--- src/rtl/sram_sp_arbiter_if.sv ---
// rtl/sram_sp_arbiter_if.sv - request, response and macro signals of sram_sp_arbiter
// Purpose: bundles the two requester ports, the init status and the SRAM macro pins.
// Signals:
//   pX_valid/pX_ready/pX_wen/pX_addr/pX_wdata : request handshake, port X (0/1)
//   pX_rvalid/pX_rdata                        : read response, port X
//   init_done                                 : zero-fill finished (or skipped)
//   sram_ceb/sram_web/sram_a/sram_d/sram_q    : single-port macro pins
// Modports: slave = arbiter view, master = requester/macro view.
interface sram_sp_arbiter_if #(
  parameter int BITS = 8,
  parameter int AW   = 7
);
  logic            p0_valid;
  logic            p0_ready;
  logic            p0_wen;
  logic [AW-1:0]   p0_addr;
  logic [BITS-1:0] p0_wdata;
  logic            p0_rvalid;
  logic [BITS-1:0] p0_rdata;

  logic            p1_valid;
  logic            p1_ready;
  logic            p1_wen;
  logic [AW-1:0]   p1_addr;
  logic [BITS-1:0] p1_wdata;
  logic            p1_rvalid;
  logic [BITS-1:0] p1_rdata;

  logic            init_done;

  logic            sram_ceb;
  logic            sram_web;
  logic [AW-1:0]   sram_a;
  logic [BITS-1:0] sram_d;
  logic [BITS-1:0] sram_q;

  modport slave (
    input  p0_valid, p0_wen, p0_addr, p0_wdata,
    output p0_ready, p0_rvalid, p0_rdata,
    input  p1_valid, p1_wen, p1_addr, p1_wdata,
    output p1_ready, p1_rvalid, p1_rdata,
    output init_done,
    output sram_ceb, sram_web, sram_a, sram_d,
    input  sram_q
  );

  modport master (
    output p0_valid, p0_wen, p0_addr, p0_wdata,
    input  p0_ready, p0_rvalid, p0_rdata,
    output p1_valid, p1_wen, p1_addr, p1_wdata,
    input  p1_ready, p1_rvalid, p1_rdata,
    input  init_done,
    input  sram_ceb, sram_web, sram_a, sram_d,
    output sram_q
  );
endinterface

--- src/rtl/sram_sp_arbiter.sv ---
// rtl/sram_sp_arbiter.sv - two-port round-robin front end for a single-port SRAM macro
// Purpose: zero-fills the macro after reset, then arbitrates one access per cycle
//   between two valid/ready requesters and returns read data with held results.
// Ports:
//   CLK  : clock, all state on posedge
//   RSTB : asynchronous active-low reset
//   bus  : sram_sp_arbiter_if.slave (requester ports, init_done, macro pins)
module sram_sp_arbiter #(
  parameter int BITS    = 8,
  parameter int DEPTH   = 128,
  parameter int AW      = 7,
  parameter int INIT_EN = 1
) (
  input  logic                CLK,
  input  logic                RSTB,
  sram_sp_arbiter_if.slave    bus
);

  typedef enum logic {ST_INIT, ST_SERVE} state_t;
  localparam state_t RST_STATE = (INIT_EN != 0) ? ST_INIT : ST_SERVE;

  state_t          state;
  state_t          state_nxt;
  // live is 0 only during reset and the cycle after release, so the macro pins
  // show their idle reset values until the first clock edge out of reset.
  logic            live;
  logic [AW-1:0]   cnt;
  logic            done;
  // rr names the port that wins when both request at once.
  logic            rr;
  logic [1:0]      pend;
  logic [BITS-1:0] hold0;
  logic [BITS-1:0] hold1;

  logic            gnt_v;
  logic            gnt_id;
  logic            ceb;
  logic            web;
  logic [AW-1:0]   a;
  logic [BITS-1:0] d;

  always_ff @(posedge CLK or negedge RSTB) begin
    if (!RSTB) begin
      state <= RST_STATE;
    end else begin
      state <= state_nxt;
    end
  end

  always_comb begin
    state_nxt = state;
    gnt_v     = 1'b0;
    gnt_id    = 1'b0;
    ceb       = 1'b1;
    web       = 1'b1;
    a         = cnt;
    d         = '0;
    case (state)
      ST_INIT: begin
        if (live) begin
          ceb = 1'b0;
          web = 1'b0;
          if (cnt == AW'(DEPTH - 1)) begin
            state_nxt = ST_SERVE;
          end
        end
      end
      ST_SERVE: begin
        if (done) begin
          if (bus.p0_valid && bus.p1_valid) begin
            gnt_v  = 1'b1;
            gnt_id = rr;
          end else if (bus.p0_valid) begin
            gnt_v  = 1'b1;
          end else if (bus.p1_valid) begin
            gnt_v  = 1'b1;
            gnt_id = 1'b1;
          end
          if (gnt_v) begin
            ceb = 1'b0;
            web = gnt_id ? ~bus.p1_wen   : ~bus.p0_wen;
            a   = gnt_id ?  bus.p1_addr  :  bus.p0_addr;
            d   = gnt_id ?  bus.p1_wdata :  bus.p0_wdata;
          end
        end
      end
      default: state_nxt = RST_STATE;
    endcase
  end

  always_ff @(posedge CLK or negedge RSTB) begin
    if (!RSTB) begin
      live  <= 1'b0;
      cnt   <= '0;
      done  <= 1'b0;
      rr    <= 1'b0;
      pend  <= 2'b00;
      hold0 <= '0;
      hold1 <= '0;
    end else begin
      live <= 1'b1;
      if (state == ST_INIT && live) begin
        cnt <= cnt + 1'b1;
      end
      done <= (state_nxt == ST_SERVE);
      if (gnt_v) begin
        rr <= ~gnt_id;
      end
      pend[0] <= gnt_v & ~gnt_id & ~bus.p0_wen;
      pend[1] <= gnt_v &  gnt_id & ~bus.p1_wen;
      // Macro Q is only meaningful in the cycle after a read; capture it then.
      if (pend[0]) begin
        hold0 <= bus.sram_q;
      end
      if (pend[1]) begin
        hold1 <= bus.sram_q;
      end
    end
  end

  assign bus.p0_ready  = gnt_v & ~gnt_id;
  assign bus.p1_ready  = gnt_v &  gnt_id;
  assign bus.p0_rvalid = pend[0];
  assign bus.p1_rvalid = pend[1];
  assign bus.p0_rdata  = pend[0] ? bus.sram_q : hold0;
  assign bus.p1_rdata  = pend[1] ? bus.sram_q : hold1;
  assign bus.init_done = done;
  assign bus.sram_ceb  = ceb;
  assign bus.sram_web  = web;
  assign bus.sram_a    = a;
  assign bus.sram_d    = d;

endmodule
--- src/flat_wrapper.sv ---
// flat-port wrapper written by rule: the top's interface ports become plain ports
module sram_sp_arbiter_flat 
#(
  parameter int BITS    = 8,
  parameter int DEPTH   = 128,
  parameter int AW      = 7,
  parameter int INIT_EN = 1
)
  (CLK, RSTB, bus_p0_valid, bus_p0_wen, bus_p0_addr, bus_p0_wdata, bus_p0_ready, bus_p0_rvalid, bus_p0_rdata, bus_p1_valid, bus_p1_wen, bus_p1_addr, bus_p1_wdata, bus_p1_ready, bus_p1_rvalid, bus_p1_rdata, bus_init_done, bus_sram_ceb, bus_sram_web, bus_sram_a, bus_sram_d, bus_sram_q);
  sram_sp_arbiter_if #(.BITS(BITS), .AW(AW)) bus_i ();
  input  logic CLK;
  input  logic RSTB;
  input wire logic [$bits(bus_i.p0_valid)-1:0] bus_p0_valid;
  input wire logic [$bits(bus_i.p0_wen)-1:0] bus_p0_wen;
  input wire logic [$bits(bus_i.p0_addr)-1:0] bus_p0_addr;
  input wire logic [$bits(bus_i.p0_wdata)-1:0] bus_p0_wdata;
  output wire logic [$bits(bus_i.p0_ready)-1:0] bus_p0_ready;
  output wire logic [$bits(bus_i.p0_rvalid)-1:0] bus_p0_rvalid;
  output wire logic [$bits(bus_i.p0_rdata)-1:0] bus_p0_rdata;
  input wire logic [$bits(bus_i.p1_valid)-1:0] bus_p1_valid;
  input wire logic [$bits(bus_i.p1_wen)-1:0] bus_p1_wen;
  input wire logic [$bits(bus_i.p1_addr)-1:0] bus_p1_addr;
  input wire logic [$bits(bus_i.p1_wdata)-1:0] bus_p1_wdata;
  output wire logic [$bits(bus_i.p1_ready)-1:0] bus_p1_ready;
  output wire logic [$bits(bus_i.p1_rvalid)-1:0] bus_p1_rvalid;
  output wire logic [$bits(bus_i.p1_rdata)-1:0] bus_p1_rdata;
  output wire logic [$bits(bus_i.init_done)-1:0] bus_init_done;
  output wire logic [$bits(bus_i.sram_ceb)-1:0] bus_sram_ceb;
  output wire logic [$bits(bus_i.sram_web)-1:0] bus_sram_web;
  output wire logic [$bits(bus_i.sram_a)-1:0] bus_sram_a;
  output wire logic [$bits(bus_i.sram_d)-1:0] bus_sram_d;
  input wire logic [$bits(bus_i.sram_q)-1:0] bus_sram_q;
  assign bus_i.p0_valid = bus_p0_valid;
  assign bus_i.p0_wen = bus_p0_wen;
  assign bus_i.p0_addr = bus_p0_addr;
  assign bus_i.p0_wdata = bus_p0_wdata;
  assign bus_p0_ready = bus_i.p0_ready;
  assign bus_p0_rvalid = bus_i.p0_rvalid;
  assign bus_p0_rdata = bus_i.p0_rdata;
  assign bus_i.p1_valid = bus_p1_valid;
  assign bus_i.p1_wen = bus_p1_wen;
  assign bus_i.p1_addr = bus_p1_addr;
  assign bus_i.p1_wdata = bus_p1_wdata;
  assign bus_p1_ready = bus_i.p1_ready;
  assign bus_p1_rvalid = bus_i.p1_rvalid;
  assign bus_p1_rdata = bus_i.p1_rdata;
  assign bus_init_done = bus_i.init_done;
  assign bus_sram_ceb = bus_i.sram_ceb;
  assign bus_sram_web = bus_i.sram_web;
  assign bus_sram_a = bus_i.sram_a;
  assign bus_sram_d = bus_i.sram_d;
  assign bus_i.sram_q = bus_sram_q;
  sram_sp_arbiter #(.BITS(BITS), .DEPTH(DEPTH), .AW(AW), .INIT_EN(INIT_EN)) u_core (.CLK(CLK), .RSTB(RSTB), .bus(bus_i));
endmodule
--- config.mk ---
export PLATFORM = sky130hd
export DESIGN_NAME = sram_sp_arbiter_flat
export DESIGN_NICKNAME = d
export VERILOG_FILES = /design/src/rtl/sram_sp_arbiter_if.sv /design/src/rtl/sram_sp_arbiter.sv /design/src/flat_wrapper.sv
export SDC_FILE = /design/constraint.sdc
export NUM_CORES = 1
export LEC_CHECK = 0
export BUFFER_PORTS_ARGS = -buffer_cell sky130_fd_sc_hd__clkbuf_2
export CORE_AREA = 2 2 61 63
export DETAILED_ROUTE_END_ITERATION = 7
export DIE_AREA = 0 0 63 65
export GPL_TIMING_DRIVEN = 0
export PLACE_DENSITY = 0.9
export SKIP_CTS_REPAIR_TIMING = 1
export SLEW_MARGIN = 10
export SYNTH_ARGS = -nofsm -noshare
export SYNTH_HDL_FRONTEND = slang
export SYNTH_SLANG_ARGS = --single-unit
--- constraint.sdc ---
create_clock -name CLK -period 1.48 [get_ports CLK]
set_input_delay 0.148 -clock CLK [delete_from_list [all_inputs] [get_ports CLK]]
set_output_delay 0.148 -clock CLK [all_outputs]
set_load 0.1 [all_outputs]
### Word-level counts from Yosys, hierarchy flattened

Cells that the tools add are included.

* equality and inequality tests: 1
* bitwise gates (word level): 8
* reductions and logical operators: 2
* add/sub/neg operators: 1
* muxes and demuxes: 26

Operators by type and width (count)
* 8-bit 2-to-1 mux: 5
* 7-bit 2-to-1 mux: 3
* 1-bit 2-to-1 mux: 16
* 7-bit by 1-bit adder with 7-bit output (second input constant): 1
* 7-bit == test (second input constant): 1
* 1-bit bitwise AND: 4
* 1-bit NOT: 4
* 1-bit case mux with 2 select lines: 2
* 1-bit logical AND: 2

* word-level logic and storage cells: 45
* bits of input ports: 44
* output and inout bits: 38
* register bits: 28

### Logic depth before layout (Yosys ltp)

* depth after elaboration: 8
* gate-level depth with buffers: 5
* depth with buffers taken out: 3

### Worst setup path before layout

OpenSTA, ideal clock, no wires.

* kind: reg2out
* start: register u_core.state
* end: output port bus_sram_d[0]
* required time: 1.332 ns
* data arrival time: 2.986 ns
* path slack: -1.654 ns
* buffers on the path: 1
* stages on the path, launching flop included: 4
* cells stage by stage: dfrtp_1 o21ai_2 buf_4 a21oi_1

* cells in the longest elaborated chain, start to end: 1

Ends and longest elaborated chain
* start, declared: line sram_sp_arbiter.sv:22 `state_t state;`
* start signal, assigned: line sram_sp_arbiter.sv:46 `state <= state_nxt;`
* 8-bit 2-to-1 mux: line sram_sp_arbiter.sv:58 `case (state)`
* end, declared: line flat_wrapper.sv:31 `output wire logic [$bits(bus_i.sram_d)-1:0] bus_sram_d;`

No other way between the ends.

### Worst setup path in the final report

* start: register u_core.rr
* end: output port bus_sram_a[4]

* cells in the longest elaborated chain, start to end: 5

Ends and longest elaborated chain
* start, declared: line sram_sp_arbiter.sv:30 `logic rr;`
* start signal, assigned: line sram_sp_arbiter.sv:107 `rr <= ~gnt_id;`
* 1-bit 2-to-1 mux: line sram_sp_arbiter.sv:70 `if (bus.p0_valid && bus.p1_valid) begin`
* 1-bit 2-to-1 mux: line sram_sp_arbiter.sv:58
* 7-bit 2-to-1 mux: line sram_sp_arbiter.sv:82 `a = gnt_id ? bus.p1_addr : bus.p0_addr;`
* 7-bit 2-to-1 mux: line sram_sp_arbiter.sv:79 `if (gnt_v) begin`
* 7-bit 2-to-1 mux: line sram_sp_arbiter.sv:58
* end, declared: line flat_wrapper.sv:30 `output wire logic [$bits(bus_i.sram_a)-1:0] bus_sram_a;`

No other way between the ends. The select of a mux whose other input is x is not followed.

==> flow_summary.ini <==
[outcome]
status = finished, violations left
violations = setup timing

[floorplan]
die_area_um2 = 4100
io_pins = 82
die_w_um = 63
die_y_um = 65
rows = 22
start_util_pct = 41.6
core_um2 = 3500

[timing]
relSlewSlack_pct = 56.4
finalMaxSlewViolations = 0
hold_violations = 0
setup_ws_ns = -0.380
rsz0062_at_grt = yes
fin_crit_ns = 1.86
period_share_pct = 126
fin_skew_ns = 0.00525
fmax_mhz = 538
worst_slew_pin_slew_ns = 0.654
setup_viol_count_final = 35

[grt]
grt_max_degree = 29
grt_overflow = 0
grt_usage_pct = 18.7
antenna_found_initial = 0
grt_pass1_wl_um = 6110
grt_pass1_vias = 1342

[place]
dp.cells = 269
place_congestion = 0.822
placed_area_um2 = 2200
dpl.hpwl_um = 3030
place_ws_ns = -0.285
io_buffers = 81

[setup_path]
cp-start-kind = register
worst_path_max_delay_cell = dfrtp_1
reg2reg_to = u_core.cnt[1]$_DFFE_PN0P_
worstSetupEndpointType = output port
r2r_start = u_core.state$_DFF_PN0_
worstPathArrival_ns = 1.71
worstPathRequired_ns = 1.33
cp_max_fo = 7
reg2reg_depth = 4
cp_cell_sequence = and2b_4, buf_6, o21ai_1, a21oi_4, buf_12
slowest_delay_ns = 0.42
crit_type = reg2out
rrSetupSlack_ns = 0.11
crit_buf_inv = 2
critPathTopFamily = flip-flops

[logic_synthesis]
synthCells = 140
synth_warnings = 0
syn-num-nets = 185
yosys-top-cells-area = dfrtp_1 (48%), mux2_2 (13%), a21oi_1 (5.5%)
yosysTopAreaCell = dfrtp_1
ys_seq_elements = 28
synthFlopType = dfrtp_1
yosys.cell_count.top_type = dfrtp_1
avgSynthCellArea_um2 = 10.4
ys_seq_area_share_pct = 48.2
synth_top_area_share_pct = 48.2
synth_cell_types = 30
synthTopCellsByCount = dfrtp_1 (28), mux2_2 (17), a21oi_1 (16)
synth-edff-count = 0
netlist_area_um2 = 1460
async_flop_share_pct = 100

[pwr]
switching_share_pct = 48.0
vdd_drop_max_v = 0.00121
internal_power_uw = 1640
cellPowerDensity_nw_per_um2 = 1040
switching_power_uw = 1510
comb_power_share_pct = 59.4
seq_power_share_pct = 30.8
leakage_uw = 0.00134
clockPowerShare_pct = 9.8

[flow_run]
cap_violations = 0

[clock_tree]
clock_path_buffers = 2
cts-buffers-inserted = 3
clock_latency_ns = 0.31
h-tree-depth = 1
cts.sinks = 28
clk_pin_slew_worst_paths_ns = 0.14
root_buffer = clkbuf_4
cts_tree = done

[detailed_routing]
vias_per_cell = 5.82
ant_nets = 0
drtIter0Drc = 56
drcViolationCount = 0
drt-total-wl_um = 6060
post_drt_wl_per_cell_um = 21.2
drtPass1Iterations = 4
vias = 1658

[hold_path]
hold_depth = 2
hp-start = bus_p0_wen
min_path_type = in2reg
whs_endpoint = u_core.pend[0]$_DFF_PN0_

[cells_and_area]
syn2layout_area_growth_pct = 109
finalNonFillerCells = 285
stdcell_area_um2 = 3050
antenna_cells = 0
final_nets = 283
drive_gt1_share_pct = 68.8
==> worst max-delay path by stage <==
stage	end	slack [ns]	depth (start not counted)	startpoint
global route	bus_sram_d[5]	-0.41	6	u_core.rr$_DFFE_PN0N_
floorplan	bus_sram_web	-0.44	3	u_core.state$_DFF_PN0_
finish	bus_sram_a[4]	-0.38	5	u_core.rr$_DFFE_PN0N_
global placement	bus_sram_d[4]	-0.28	5	u_core.rr$_DFFE_PN0N_
CTS	bus_sram_d[4]	-0.67	5	u_core.rr$_DFFE_PN0N_
detailed placement	bus_sram_d[4]	-0.28	5	u_core.rr$_DFFE_PN0N_
==> layout by cell type (no fill, tap or decap), drive strengths merged <==
master,count
xnor2,5
a21oi,17
inv,1
nand2,2
dfrtp,28
a21o,2
conb,1
ha,1
and2b,1
buf,53
o21ai,16
xor2,1
nor3,1
nand4,4
dlygate4sd3,2
nand2b,1
o21a,1
nor2b,2
a31oi,7
a41o,1
nand3,8
and3,2
mux2,17
and4,1
nor2,9
clkbuf,53
==> stage by stage <==
stage / power, uW / util, % / setup TNS, ns / hold WS (ns)
after floorplan: 2110 / - / -5.11 / -0.148
after global placement: 2330 / 63.0 / -3.32 / 0.199
after detailed placement: 2350 / 63.0 / -3.42 / 0.211
after CTS: 2660 / 63.7 / -16.60 / -0.150
after global routing: 3270 / 87.1 / -9.62 / 0.0176
final: 3150 / 87.1 / -8.00 / 0.0269
==> cell families (layout without fill, tap and decap cells) <==
| group | after synthesis | count (layout) | share of synthesized area (%) |
|---|---|---|---|
| adders and majority gates | 1 | 1 | 0.860 |
| DFF | 28 | 28 | 48.2 |
| other | 1 | 1 | 0.258 |
| xor gates and xnor gates | 6 | 6 | 3.61 |
| AOI/OAI and AO/OA | 44 | 44 | 17.6 |
| muxes | 17 | 17 | 13.2 |
| buffers and inverters | 12 | 109 | 5.33 |
| and+or+nand+nor | 31 | 31 | 11.0 |
==> area by class of cell <==
cell class | instances | area [um^2]
Timing Repair Buffer | 93 | 1050
Multi-Input combinational cell | 100 | 1050
Sequential cell | 28 | 712
Fill cell | 146 | 450
Buffer | 11 | 138
Tap cell | 48 | 60.1
Clock buffer | 4 | 26.3
Inverter | 1 | 3.75
==> sequential cells by signal, indices dropped and copies added, names as in the netlist <==
signal        count
u_core.hold0      8
u_core.live       1
u_core.state      1
u_core.hold1      8
u_core.cnt        7
u_core.rr         1
u_core.pend       2
==> routing by layer <==
layer	up-vias	wire [um]	track usage [%]
met1	829	2200	23.5
met2	112	3070	34.2
met5	-	0	0
li1	697	-	-
met3	20	578	2.60
met4	0	211	4.17
==> power by group through the flow <==
stage	Sequential, uW	Combinational, uW	Clock, uW
floorplan	948	1160	0
global placement	969	1360	0
detailed placement	973	1380	0
CTS	958	1380	321
global route	986	1940	348
finish	973	1870	309
(Power assumes the default switching activity.)
